===== src/rtl/buffer_reader_pkg.sv =====
// Shared types and constants for the buffer reader.
package buffer_reader_pkg;

    typedef enum logic {
        IDLE   = 1'b0,
        STREAM = 1'b1
    } state_t;

    localparam int FRAME_CNT_W = 16;

endpackage


===== src/rtl/buffer_reader.sv =====
// Captures a LANES*W word on done and streams it one W-bit lane per accepted transfer.
// First element valid 1 cycle after done; holds on !out_ready; a load on the final transfer reloads bubble-free.
module buffer_reader
    import buffer_reader_pkg::*;
#(
    parameter int LANES = 4,
    parameter int W     = 16
) (
    input  logic                     clk,
    input  logic                     reset,
    input  logic [LANES*W-1:0]       d_in,
    input  logic                     done,
    input  logic                     out_ready,
    output logic [W-1:0]             out_data,
    output logic                     out_valid,
    output logic                     out_last,
    output logic [$clog2(LANES)-1:0] out_idx,
    output logic                     busy,
    output logic                     overrun,
    output logic [FRAME_CNT_W-1:0]   frame_cnt
);

    localparam int IDX_W = $clog2(LANES);
    localparam logic [IDX_W-1:0] LAST_IDX = IDX_W'(LANES - 1);

    state_t                       state_q, state_d;
    logic [IDX_W-1:0]             idx_q, idx_d;
    logic [LANES-1:0][W-1:0]      shadow_q, shadow_d;
    logic                         overrun_q, overrun_d;
    logic [FRAME_CNT_W-1:0]       frame_cnt_q, frame_cnt_d;

    logic xfer;
    logic final_xfer;

    assign xfer       = (state_q == STREAM) && out_ready;
    assign final_xfer = xfer && (idx_q == LAST_IDX);

    always_comb begin
        state_d     = state_q;
        idx_d       = idx_q;
        shadow_d    = shadow_q;
        overrun_d   = overrun_q;
        frame_cnt_d = frame_cnt_q;

        case (state_q)
            IDLE: begin
                if (done) begin
                    shadow_d = d_in;
                    idx_d    = '0;
                    state_d  = STREAM;
                end
            end
            STREAM: begin
                if (final_xfer) begin
                    frame_cnt_d = frame_cnt_q + FRAME_CNT_W'(1);
                    idx_d       = '0;
                    if (done) begin
                        // Reload in place so out_valid never drops between words.
                        shadow_d = d_in;
                    end else begin
                        state_d = IDLE;
                    end
                end else begin
                    if (xfer) begin
                        idx_d = idx_q + IDX_W'(1);
                    end
                    if (done) begin
                        overrun_d = 1'b1;
                    end
                end
            end
            default: begin
                state_d = IDLE;
                idx_d   = '0;
            end
        endcase
    end

    always_ff @(posedge clk) begin
        if (reset) begin
            state_q     <= IDLE;
            idx_q       <= '0;
            shadow_q    <= '0;
            overrun_q   <= 1'b0;
            frame_cnt_q <= '0;
        end else begin
            state_q     <= state_d;
            idx_q       <= idx_d;
            shadow_q    <= shadow_d;
            overrun_q   <= overrun_d;
            frame_cnt_q <= frame_cnt_d;
        end
    end

    // Output lane mux reads only registered state, never d_in.
    assign out_data  = shadow_q[idx_q];
    assign out_valid = (state_q == STREAM);
    assign busy      = out_valid;
    assign out_last  = out_valid && (idx_q == LAST_IDX);
    assign out_idx   = idx_q;
    assign overrun   = overrun_q;
    assign frame_cnt = frame_cnt_q;

endmodule


===== config.mk =====
export PLATFORM = sky130hd
export DESIGN_NAME = buffer_reader
export DESIGN_NICKNAME = d
export VERILOG_FILES = /design/src/rtl/buffer_reader_pkg.sv /design/src/rtl/buffer_reader.sv
export SDC_FILE = /design/constraint.sdc
export NUM_CORES = 1
export LEC_CHECK = 0
export ABC_AREA = 1
export CORE_UTILIZATION = 30
export DETAILED_ROUTE_END_ITERATION = 7
export GPL_TIMING_DRIVEN = 0
export PLACE_DENSITY_LB_ADDON = 0.3
export RECOVER_POWER = 100
export SLEW_MARGIN = 20
export SYNTH_ARGS = -nofsm -noshare
export SYNTH_HDL_FRONTEND = slang
export SYNTH_SLANG_ARGS = --single-unit

===== constraint.sdc =====
create_clock -name clk -period 2.8 [get_ports clk]
set_input_delay 0.28 -clock clk [delete_from_list [all_inputs] [get_ports clk]]
set_output_delay 0.28 -clock clk [all_outputs]
set_load 0.03 [all_outputs]

Word-level counts from Yosys, hierarchy flattened
Index checks and enable logic that the tools add are counted.

operators by class
  $add $sub $neg = 2
  multiply operators = 0
  divide/modulo/power cells = 0
  order comparisons = 1
  equal/unequal tests = 4
  shifts and indexed selects = 0
  muxes and demuxes = 12
  bitwise gates (word level) = 2
  reduce and logical (&&, ||, !) cells = 6

operators with widths
  cell                                                number
  2-to-1 mux 64 bit                                   2
  case mux 64 bit (2 select lines)                    1
  binary-select mux 16 bit (select 2 bit)             1
  adder 16 x 1 -> 16 bit, second input constant       1
  2-to-1 mux 16 bit                                   1
  2-to-1 mux 2 bit                                    3
  case mux 2 bit (2 select lines)                     1
  AND reduction 2 bit                                 2
  logical AND 1 bit                                   3
  < comparator 2 x 3 -> 1 bit, second input constant  1
  != test 3 x 1 -> 1 bit, second input constant       1
  AND reduction 3 bit                                 1
  adder 2 x 1 -> 2 bit, second input constant         1
  == test 2 bit, second input constant                1
  2-to-1 mux 1 bit                                    2
  != test 2 x 1 -> 1 bit, second input constant       1
  != test 2 bit, second input constant                1
  NOT 1 bit                                           2
  case mux 1 bit (2 select lines)                     1

storage, ports and cells
  bits in registers = 84
  bits in latches = 0
  memory bits (writable) = 0
  bits in read-only memories = 0
  bits of input ports = 68
  memories = 0

Logic depth before layout (Yosys ltp)
  depth in word-level cells = 4
  gate-level depth with buffers = 9

Least setup slack after synthesis
OpenSTA, ideal clock, no wires.

  path kind = register -> output
  start point = register idx_q[0] (netlist: out_idx[0])
  end point = output out_data[12]
  arrival time = 1,517 ps
  required time = 2,520 ps
  slack = 1,003 ps
  cell stages (with the launch flop) = 4
  path buffers = 1
  path through = dfxtp_1 -> clkbuf_1 -> o21ai_0 -> o22ai_1

on the way
  longest elaborated chain between the ends = 2

ends and longest elaborated chain
  what                                     RTL line             RTL
  from (decl)                              buffer_reader.sv:27  logic [IDX_W-1:0] idx_q, idx_d;
  from (signal assigned)                   buffer_reader.sv:88  idx_q <= idx_d;
  binary-select mux 16 bit (select 2 bit)  buffer_reader.sv:96  assign out_data = shadow_q[idx_q];
  2-to-1 mux 16 bit (not written as such)  buffer_reader.sv:96
  to (decl)                                buffer_reader.sv:14  output logic [W-1:0] out_data,

Every way passes these cells. The select of a mux whose other input is x is not followed.

Worst setup path in the final report
  start point = register idx_q[0] (netlist: out_idx[0])
  end point = output out_data[7]

Same word-level chain as after synthesis.

==> results by group <==
Outcome
  – Outcome: complete, no violations

Setup path
  – RR Startpoint: out_idx[0]
  – Crit-path cells: clkbuf_1 -> o21ai_0 -> o22ai_1 -> clkdlybuf4s50_1
  – Critical path class: reg -> out
  – Startpoint Class: flip-flop
  – Reg-to-Reg End: shadow_q[16]
  – Family with the most delay on the worst path: buffers and inverters
  – R2r setup slk: between 0.2 and 0.25 ns
  – WP data required: 2.52 ns
  – CP Max Fanout: 10
  – Critical Path Max Stage Delay: 0.72 ns
  – Max stage delay cell, worst path: clkdlybuf4s50_1
  – Crit end category: output port
  – Arrival @ worst endpoint: 2.40 ns
  – Buf+Inv Stages, Crit Path: 2
  – Reg2reg path depth: 9
  – Crit path depth: 4

Timing
  – Fin crit period: around 2.7 ns
  – RSZ-0062 raised after global routing: yes
  – Period utilisation layout: between 90% and 100%
  – Worst Tran Pin Value: 0.530 ns
  – Clock skew: roughly 0.0074 ns
  – Setup violators final: 0
  – Fmax: ~370 MHz
  – Final count of hold timing violations: 0
  – Final Max Tran Viols: 0
  – Setup TNS: 0 ns
  – Slew headroom: around 65%

CTS
  – Worst skew pair latency: approximately 0.34 ns
  – CTS Root Buffer Type: clkbuf_16
  – TritonCTS clock tree: built
  – Post-CTS Setup Inserts: 0
  – Clock sink total: 84
  – Clk buf depth: 2
  – H-tree levels: 3
  – CTS clk-pin slew, worst paths: about 0.060 ns
  – CTS buffer count: 9

Yosys
  – Syn Nets: 596
  – Post-synthesis instance total: 526
  – Unique masters post-synth: 24
  – Mapped Area: 0.00376 mm^2
  – Largest cells by area after synthesis: dfxtp_1 45%, nor2_1 19%, o21ai_1 8.0%
  – Sequential area share after synthesis: about 45%
  – Asr flop ratio synth: 0%
  – Post-synth EDFFs: 0
  – Warnings from Yosys: 0
  – Syn Area/Cell: just over 7 um^2
  – Cell taking the most area after synthesis: dfxtp_1
  – Most numerous cell in the Yosys netlist: nor2_1
  – Main flop type after synthesis: dfxtp_1
  – Post-synth top cells: 186 x nor2_1, 84 x dfxtp_1, 60 x o21ai_1
  – Top cell type's share of synthesized area: 44.7%
  – FF+latch count, synth: 84

Floorplan
  – Initial Utilization: between 30% and 40%
  – Die Height: 114 um
  – I/O pin count: between 100 and 150
  – Die Area: 0.0130 mm^2
  – Chip width: 114 um
  – Core Region: about 0.012 mm^2
  – FP Rows: 40

GRT
  – Global Route met2 Usage: 28.8%
  – Total Routing Usage GR: 17.1%
  – GRT met1 Usage: roughly a fifth
  – Grt met3 use: around 4.5%
  – First-pass GRT wire length: ~17000 um
  – Vias in the first global route: 3646
  – Initial antenna violation count: 0
  – Final global-route overflow total: 0
  – Most Used Layer, Global Route: met2
  – Largest net degree at the start of global routing: 18

Place
  – Dpl cell area: around 0.005 mm^2
  – DP HPWL: 8230 um
  – GPL Wtd Cong: between 0.8 and 0.9
  – Number of I/O port buffers: 104

Cells and area
  – Antenna diodes: 0
  – Final nets: 711
  – Design Area, Final: 0.00528 mm^2
  – Area Growth Syn to Fin: 40.5%
  – Share of post-route cells with drive strength above 1: 5.88%

Power and ir drop
  – Pwr/cell area: 581 mW/mm^2
  – Leak: roughly 2.2 nW
  – Maximum VDD drop: between 0.3 and 0.4 mV

Hold path
  – Hold Startpoint: reset
  – WHS Path Cells: 2
  – Hold EP: frame_cnt[1]
  – Worst hold-check path type: in -> reg

Detailed routing
  – Vias: 3763
  – Vias per inst: 4.62
  – Total detailed-routing wirelength: ~11000 um
  – DRC: 0
  – Antenna viol nets, final: 0
  – DRT Pass-1 Iters: 5
  – DRT iter0 DRCs: 246
  – Wire length per cell: 13.3 um

Run
  – Max-cap violations: 0
[layer usage]
layer  wire length [um]  share of wire, %  vias to the layer above
met3                549               5.1                       10
met1               5100                47                     1682
met4                127               1.2                        0
li1                   -                 -                     1942
met2               5020                47                      129
met5                  0                 0                        -
[kinds of logic (layout without fill, tap and decap cells)]
kind of cell,count (synthesis),count (layout),synth area share [%]
and+or+nand+nor,251,251,27.0
AOI/OAI and AO/OA,128,128,17.6
adders and majority gates,2,2,0.666
buffers and inverters,61,181,9.95
DFF,84,84,44.7
[placed cells by master, fill, tap and decap left out, types with 2 or more instances in the layout]
cell type        Yosys  final
nor2_1             186    189
dfxtp_1             84     83
clkdlybuf4s50_1      0     79
o21ai_1             60     60
o21ai_0             39     39
nand2_1             36     37
inv_1               28     28
dlygate4sd3_1        0     25
o22ai_1             16     16
nand3_1             12     12
a21oi_1             12     12
clkbuf_2             0      9
clkbuf_1            13      9
clkbuf_16            0      9
buf_12               7      7
nor3_1               7      7
nand4_1              5      5
buf_2                4      3
inv_8                0      3
buf_1                1      2
ha_1                 2      2
inv_6                0      2
[per-stage QoR]
| step | std cells | total power, mW | setup slack (ns) | util (%) | hold WS, ns |
|---|---|---|---|---|---|
| floorplan | 526 | 1.61 | 1.00 | - | 0.401 |
| global placement | 798 | 1.84 | 0.444 | 41.4 | 0.467 |
| detailed placement | 798 | 1.84 | 0.423 | 41.4 | 0.476 |
| CTS | 814 | 3.11 | 0.0381 | 44.0 | 0.249 |
| global route | 814 | 3.20 | -0.00587 | 43.6 | 0.268 |
| finish | 814 | 3.07 | 0.117 | 43.6 | 0.263 |
[sequential cells by signal, indices dropped and copies added (netlist names)]
| signal | count |
|---|---|
| frame_cnt | 16 |
| overrun | 1 |
| shadow_q | 64 |
| out_idx | 2 |
| busy | 1 |
[power breakdown]
part           switching, mW  total, mW  internal [mW]
Sequential            0.0454       1.32           1.27
Clock                  0.543       1.26          0.718
Combinational          0.257      0.490          0.233
[area by class of cell]
| type | instances | area [um^2] |
|---|---|---|
| fillers | 1282 | 6830 |
| flip-flops and latches | 84 | 1680 |
| multi-input cells | 381 | 1670 |
| repair buffers | 104 | 1040 |
| plain buffers | 31 | 249 |
| clock buffers | 9 | 225 |
| well taps | 168 | 210 |
| inverters | 30 | 113 |
| clock inverters | 7 | 90.1 |
[how the worst max path moves through the flow]
stage               start      endpoint  slack, ns
6_report       out_idx[0]   out_data[7]       0.12
5_1_grt        out_idx[0]  out_data[14]     -0.006
4_1_cts        out_idx[0]   out_data[7]       0.04
3_5_place_dp   out_idx[0]   out_data[7]       0.42
3_3_place_gp   out_idx[0]   out_data[7]       0.44
2_1_floorplan  out_idx[0]  out_data[12]       1.00
[timing repair]
item	CTS	global route
hold buffers	0	0
gates resized for setup	0	8
setup endpoints to repair	0	7
Power figures use the tool's default switching activity.
